<file path="src/rtl/regfile_leitura_escrita_if.sv">
// Register-file bus: two read ports, one write port and the serial dump stream.
// Reads are combinational; writes and dump output update on the clock edge.
// No backpressure: dump_valid is a strobe that the consumer must take each cycle.
interface regfile_leitura_escrita_if #(
    parameter int WIDTH = 32,
    parameter int ADDR  = 5
);
    logic [ADDR-1:0]  ReadRegister1;
    logic [ADDR-1:0]  ReadRegister2;
    logic [ADDR-1:0]  WriteRegister;
    logic [WIDTH-1:0] WriteData;
    logic             RegWrite;
    logic [WIDTH-1:0] ReadData1;
    logic [WIDTH-1:0] ReadData2;
    logic             dump_req;
    logic             dump_busy;
    logic             dump_valid;
    logic [ADDR-1:0]  dump_addr;
    logic [WIDTH-1:0] dump_data;

    modport master (
        output ReadRegister1, ReadRegister2, WriteRegister, WriteData, RegWrite, dump_req,
        input  ReadData1, ReadData2, dump_busy, dump_valid, dump_addr, dump_data
    );

    modport slave (
        input  ReadRegister1, ReadRegister2, WriteRegister, WriteData, RegWrite, dump_req,
        output ReadData1, ReadData2, dump_busy, dump_valid, dump_addr, dump_data
    );
endinterface

</file>
<file path="src/rtl/regfile_leitura_escrita.sv">
// 32-entry MIPS register file with serial dump engine; REGFILE_BYPASS_EN enables write-to-read forwarding.
// Latency: reads 0 cycles, writes visible after the edge; dump streams DEPTH entries starting one edge after dump_req.
// No backpressure: dump_req is ignored while a dump is running; dump output cannot be stalled.
module regfile_leitura_escrita #(
    parameter int WIDTH = 32,
    parameter int ADDR  = 5
) (
    input logic                      clock,
    input logic                      reset,
    regfile_leitura_escrita_if.slave rf
);
    localparam int DEPTH = 1 << ADDR;

    localparam logic [0:0] IDLE = 1'b0;
    localparam logic [0:0] DUMP = 1'b1;

    logic [WIDTH-1:0] regs [DEPTH];
    logic [0:0]       state;
    logic [ADDR-1:0]  idx;

    always_ff @(posedge clock) begin
        if (reset) begin
            for (int i = 0; i < DEPTH; i++) begin
                regs[i] <= '0;
            end
        end else if (rf.RegWrite && (rf.WriteRegister != '0)) begin
            regs[rf.WriteRegister] <= rf.WriteData;
        end
    end

    always_comb begin
        rf.ReadData1 = regs[rf.ReadRegister1];
        rf.ReadData2 = regs[rf.ReadRegister2];
`ifdef REGFILE_BYPASS_EN
        if (rf.RegWrite && (rf.WriteRegister != '0) && (rf.WriteRegister == rf.ReadRegister1)) begin
            rf.ReadData1 = rf.WriteData;
        end
        if (rf.RegWrite && (rf.WriteRegister != '0) && (rf.WriteRegister == rf.ReadRegister2)) begin
            rf.ReadData2 = rf.WriteData;
        end
`endif
        // Index 0 is hardwired to zero regardless of storage or forwarding.
        if (rf.ReadRegister1 == '0) begin
            rf.ReadData1 = '0;
        end
        if (rf.ReadRegister2 == '0) begin
            rf.ReadData2 = '0;
        end
    end

    always_ff @(posedge clock) begin
        if (reset) begin
            state         <= IDLE;
            idx           <= '0;
            rf.dump_busy  <= 1'b0;
            rf.dump_valid <= 1'b0;
            rf.dump_addr  <= '0;
            rf.dump_data  <= '0;
        end else begin
            case (state)
                IDLE: begin
                    rf.dump_valid <= 1'b0;
                    if (rf.dump_req) begin
                        state        <= DUMP;
                        idx          <= '0;
                        rf.dump_busy <= 1'b1;
                    end
                end
                default: begin
                    // dump_data captures the pre-edge value even if a write hits idx now.
                    rf.dump_valid <= 1'b1;
                    rf.dump_addr  <= idx;
                    rf.dump_data  <= regs[idx];
                    idx           <= idx + ADDR'(1);
                    if (idx == ADDR'(DEPTH - 1)) begin
                        state        <= IDLE;
                        rf.dump_busy <= 1'b0;
                    end
                end
            endcase
        end
    end
endmodule

</file>
<file path="src/flat_wrapper.sv">
// flat-port wrapper written by rule: the top's interface ports become plain ports
module regfile_leitura_escrita_flat 
#(
    parameter int WIDTH = 32,
    parameter int ADDR  = 5
)
  (clock, reset, rf_ReadRegister1, rf_ReadRegister2, rf_WriteRegister, rf_WriteData, rf_RegWrite, rf_dump_req, rf_ReadData1, rf_ReadData2, rf_dump_busy, rf_dump_valid, rf_dump_addr, rf_dump_data);
  regfile_leitura_escrita_if #(.WIDTH(WIDTH), .ADDR(ADDR)) rf_i ();
  input logic clock;
  input logic reset;
  input wire logic [$bits(rf_i.ReadRegister1)-1:0] rf_ReadRegister1;
  input wire logic [$bits(rf_i.ReadRegister2)-1:0] rf_ReadRegister2;
  input wire logic [$bits(rf_i.WriteRegister)-1:0] rf_WriteRegister;
  input wire logic [$bits(rf_i.WriteData)-1:0] rf_WriteData;
  input wire logic [$bits(rf_i.RegWrite)-1:0] rf_RegWrite;
  input wire logic [$bits(rf_i.dump_req)-1:0] rf_dump_req;
  output wire logic [$bits(rf_i.ReadData1)-1:0] rf_ReadData1;
  output wire logic [$bits(rf_i.ReadData2)-1:0] rf_ReadData2;
  output wire logic [$bits(rf_i.dump_busy)-1:0] rf_dump_busy;
  output wire logic [$bits(rf_i.dump_valid)-1:0] rf_dump_valid;
  output wire logic [$bits(rf_i.dump_addr)-1:0] rf_dump_addr;
  output wire logic [$bits(rf_i.dump_data)-1:0] rf_dump_data;
  assign rf_i.ReadRegister1 = rf_ReadRegister1;
  assign rf_i.ReadRegister2 = rf_ReadRegister2;
  assign rf_i.WriteRegister = rf_WriteRegister;
  assign rf_i.WriteData = rf_WriteData;
  assign rf_i.RegWrite = rf_RegWrite;
  assign rf_i.dump_req = rf_dump_req;
  assign rf_ReadData1 = rf_i.ReadData1;
  assign rf_ReadData2 = rf_i.ReadData2;
  assign rf_dump_busy = rf_i.dump_busy;
  assign rf_dump_valid = rf_i.dump_valid;
  assign rf_dump_addr = rf_i.dump_addr;
  assign rf_dump_data = rf_i.dump_data;
  regfile_leitura_escrita #(.WIDTH(WIDTH), .ADDR(ADDR)) u_core (.clock(clock), .reset(reset), .rf(rf_i));
endmodule
</file>
<file path="config.mk">
export PLATFORM = sky130hd
export DESIGN_NAME = regfile_leitura_escrita_flat
export DESIGN_NICKNAME = d
export VERILOG_FILES = /design/src/rtl/regfile_leitura_escrita_if.sv /design/src/rtl/regfile_leitura_escrita.sv /design/src/flat_wrapper.sv
export SDC_FILE = /design/constraint.sdc
export NUM_CORES = 2
export LEC_CHECK = 0
export ABC_CLOCK_PERIOD_IN_PS = 11200
export CORE_MARGIN = 5
export CORE_UTILIZATION = 35
export CTS_BUF_LIST = sky130_fd_sc_hd__clkbuf_8
export DETAILED_ROUTE_END_ITERATION = 8
export HOLD_SLACK_MARGIN = 0.15
export PLACE_DENSITY = 0.52
export SYNTH_ARGS = -nofsm -noshare
export SYNTH_HDL_FRONTEND = slang
export SYNTH_SLANG_ARGS = --single-unit
</file>
<file path="constraint.sdc">
create_clock -name clock -period 11.2 [get_ports clock]
set_input_delay 2.8 -clock clock [delete_from_list [all_inputs] [get_ports clock]]
set_output_delay 2.8 -clock clock [all_outputs]
set_load 0.02 [all_outputs]
</file>
==> flow_summary.json <==
{
  "drive_above_1_share_pct": 31.9,
  "pwr-share-comb_pct": 15.8,
  "wl_per_cell_um": 38.9,
  "final_common_cell": "edfxtp_1",
  "crit_path_end_kind": "output pin",
  "drt_iter0_markers": 5671,
  "synth-main-ff-cell": "edfxtp_1",
  "io_buffer_count": 153,
  "cp_data_required_time_ns": 8.40,
  "start_util_pct": 35.1,
  "synthesis.area_mm2": 0.0634,
  "rsz0062_at_grt": "false",
  "dr.pass1.iters": 6,
  "synth_edf_count": 1024,
  "fp.dieH_um": 436,
  "root_buffer": "clkbuf_8",
  "p_total_mw": 9.87,
  "grt_usage_pct": 26.3,
  "routabilityCongestion": 0.813,
  "hold_viol": 0,
  "p_seq_share_pct": 48.5,
  "drtAntennaViolNets": 0,
  "min_path_type": "flop to flop",
  "die_w_um": 436,
  "synth.distinct_cells": 40,
  "ctsHoldBuffers": 0,
  "final_util_pct": 39.3,
  "layout_common_cells": "edfxtp_1 (1024), and2_1 (992), mux4_2 (832)",
  "cts_resized": 0,
  "cts_sinks": 1069,
  "pin_count": 154,
  "slowest_delay_ns": 1.05,
  "antenna_found_initial": 20,
  "cp_data_arrival_time_ns": 6.38,
  "switching_share_pct": 28.0,
  "cts_tree": "done",
  "finalSetupTns_ns": 0,
  "cts_setup_buffers": 0,
  "grt_max_degree": 129,
  "nets": 4058,
  "vdd_drop_max_uv": 133,
  "h-tree-depth": 4,
  "fp-row-count": 156,
  "leakagePower_nw": 23.1,
  "cp_max_fo": 59,
  "grt_pass1_wl_mm": 348,
  "drv_slew": 0,
  "met3_usage_pct": 4.60,
  "ys_ff_latch": 1069,
  "syn_inst": 3972,
  "start_kind": "primary input",
  "period_needed_ns": 9.18,
  "die_area_mm2": 0.190,
  "synthArstFlopShare_pct": 0,
  "drv_cap": 0,
  "num_vias": 41000,
  "outcome": "complete, no violations",
  "overflow": 0,
  "path_delay_family": "buffers and inverters",
  "vias_per_cell": 6.28,
  "cts_buffers": 186,
  "grt_util_met2_pct": 42.9,
  "coreArea_mm2": 0.181,
  "grt_pass1_vias": 41300,
  "path_cells": "buf_8 -> nor4_1 -> nor2_4 -> buf_4 -> a22o_1 -> clkdlybuf4s50_1",
  "drc": 0,
  "powerDensity_mw_per_mm2": 139,
  "fin_skew_ns": 0.0337,
  "ys_warn_count": 0,
  "slew_headroom_pct": 9.95,
  "yosysSeqAreaShare_pct": 49.9,
  "critPathKind": "primary input to output pin",
  "cts_buffer_depth": 3,
  "grt-busiest-layer": "met2",
  "power_switching_mw": 2.76,
  "grt_use_met1_pct": 34.1,
  "setup-violations-final": 0,
  "clkTransAtPathRegs_ns": 0.06,
  "dp_cells": 6187,
  "crit_slowest_cell": "nor2_4",
  "max_freq_ghz": 0.109,
  "finalCritPeriodShare_pct": 82.0,
  "drt-total-wl_mm": 254,
  "clk_latency_ns": 0.95,
  "area_growth_pct": 11.8,
  "p_int_mw": 7.11,
  "avgSynthCellArea_um2": 16.0,
  "finalNonFillerCells": 6533,
  "dp_hpwl_mm": 142,
  "worst_pin_slew_ns": 1.35,
  "worst-path-buf-inv": 3,
  "clkPwrFrac_pct": 35.7
}
## layer usage
layer / share of wire [%] / vias to the layer above
li1: - / 16000
met1: 38 / 22000
met2: 48 / 2439
met3: 8.0 / 598
met4: 5.5 / 2
met5: 0.0051 / -
## worst min-delay path, delay by kind of cell, from the launching register on
| family | cells | cell delay, ns |
|---|---|---|
| DFF | 1 | 0.32 |
| and+or+nand+nor | 1 | 0.06 |
| AOI/OAI and AO/OA | 1 | 0.05 |
## sequential cells by signal (all words and copies together), names as in the netlist
register / cells
u_core.regs: 1024
u_core.rf.dump_data: 32
u_core.idx: 5
u_core.rf.dump_busy: 1
u_core.state: 1
u_core.rf.dump_addr: 5
u_core.rf.dump_valid: 1
## kinds of logic after synthesis
logic type	Yosys count	share of synthesized area, %
AOI/OAI and AO/OA	297	3.61
xor gates and xnor gates	2	0.0276
adders and majority gates	2	0.0395
buffers and inverters	467	3.26
DFF	1069	49.9
muxes	996	32.2
other	1	0.00592
and+or+nand+nor	1138	10.9
## per-stage QoR
| step | hold WS [ns] | area, µm² | setup WS, ns |
|---|---|---|---|
| after floorplan | 0.535 | 63500 | 3.71 |
| after global placement | 0.468 | 67400 | 2.06 |
| after detailed placement | 0.474 | 67400 | 2.08 |
| after CTS | 0.482 | 70900 | 2.07 |
| after global routing | 0.504 | 70900 | 2.00 |
| final | 0.477 | 70900 | 2.02 |
## area by class of cell
| type | count | area (µm²) |
|---|---|---|
| Antenna cell | 6 | 15.0 |
| Tap cell | 2370 | 2970 |
| Multi-Input combinational cell | 2467 | 30100 |
| Timing Repair Buffer | 278 | 2640 |
| Clock buffer | 202 | 2780 |
| Clock inverter | 138 | 721 |
| Sequential cell | 1069 | 31700 |
| Inverter | 3 | 11.3 |
| Fill cell | 16500 | 110000 |
## cell usage after synthesis, drive strengths merged (2+ instances only)
master | instances | area [µm²]
nand2 | 36 | 135
mux2 | 32 | 360
nor2 | 51 | 191
or3b | 2 | 17.5
nor3 | 2 | 10.0
nor4 | 2 | 12.5
a22oi | 128 | 961
nand3b | 3 | 22.5
nand2b | 3 | 18.8
or2 | 31 | 194
nor3b | 4 | 30.0
ha | 2 | 25.0
mux2i | 132 | 1320
clkbuf | 346 | 1300
nand3 | 2 | 10.0
a22o | 64 | 561
a21oi | 7 | 35.0
a21o | 32 | 240
edfxtp | 1024 | 30700
inv | 2 | 7.51
mux4 | 832 | 18700
buf | 118 | 759
nor2b | 4 | 25.0
a32oi | 32 | 280
a31oi | 32 | 200
dfxtp | 45 | 901
and2 | 994 | 6220
## path summary, 6_finish.rpt
| path | slack [ns] | startpoint | to | cells past startpoint |
|---|---|---|---|---|
| max | 2.02 | rf_ReadRegister2[0] | rf_ReadData2[8] | 6 |
| min | 0.48 | u_core.rf.dump_addr[4] | u_core.rf.dump_addr[4] | 2 |
| max reg2reg | 7.15 | u_core.idx[2] | u_core.rf.dump_data[11] | 6 |
| min reg2reg | 0.48 | u_core.rf.dump_addr[4] | u_core.rf.dump_addr[4] | 2 |
## power by group through the flow
stage / registers, mW / logic (mW) / clock network [mW]
after floorplan: 4.79 / 0.998 / 0
after global placement: 4.86 / 1.56 / 0
after detailed placement: 4.86 / 1.56 / 0
after CTS: 4.78 / 1.56 / 3.57
after global routing: 4.81 / 1.61 / 3.74
final: 4.79 / 1.56 / 3.52
No activity file was read; power rests on OpenSTA's default activity.
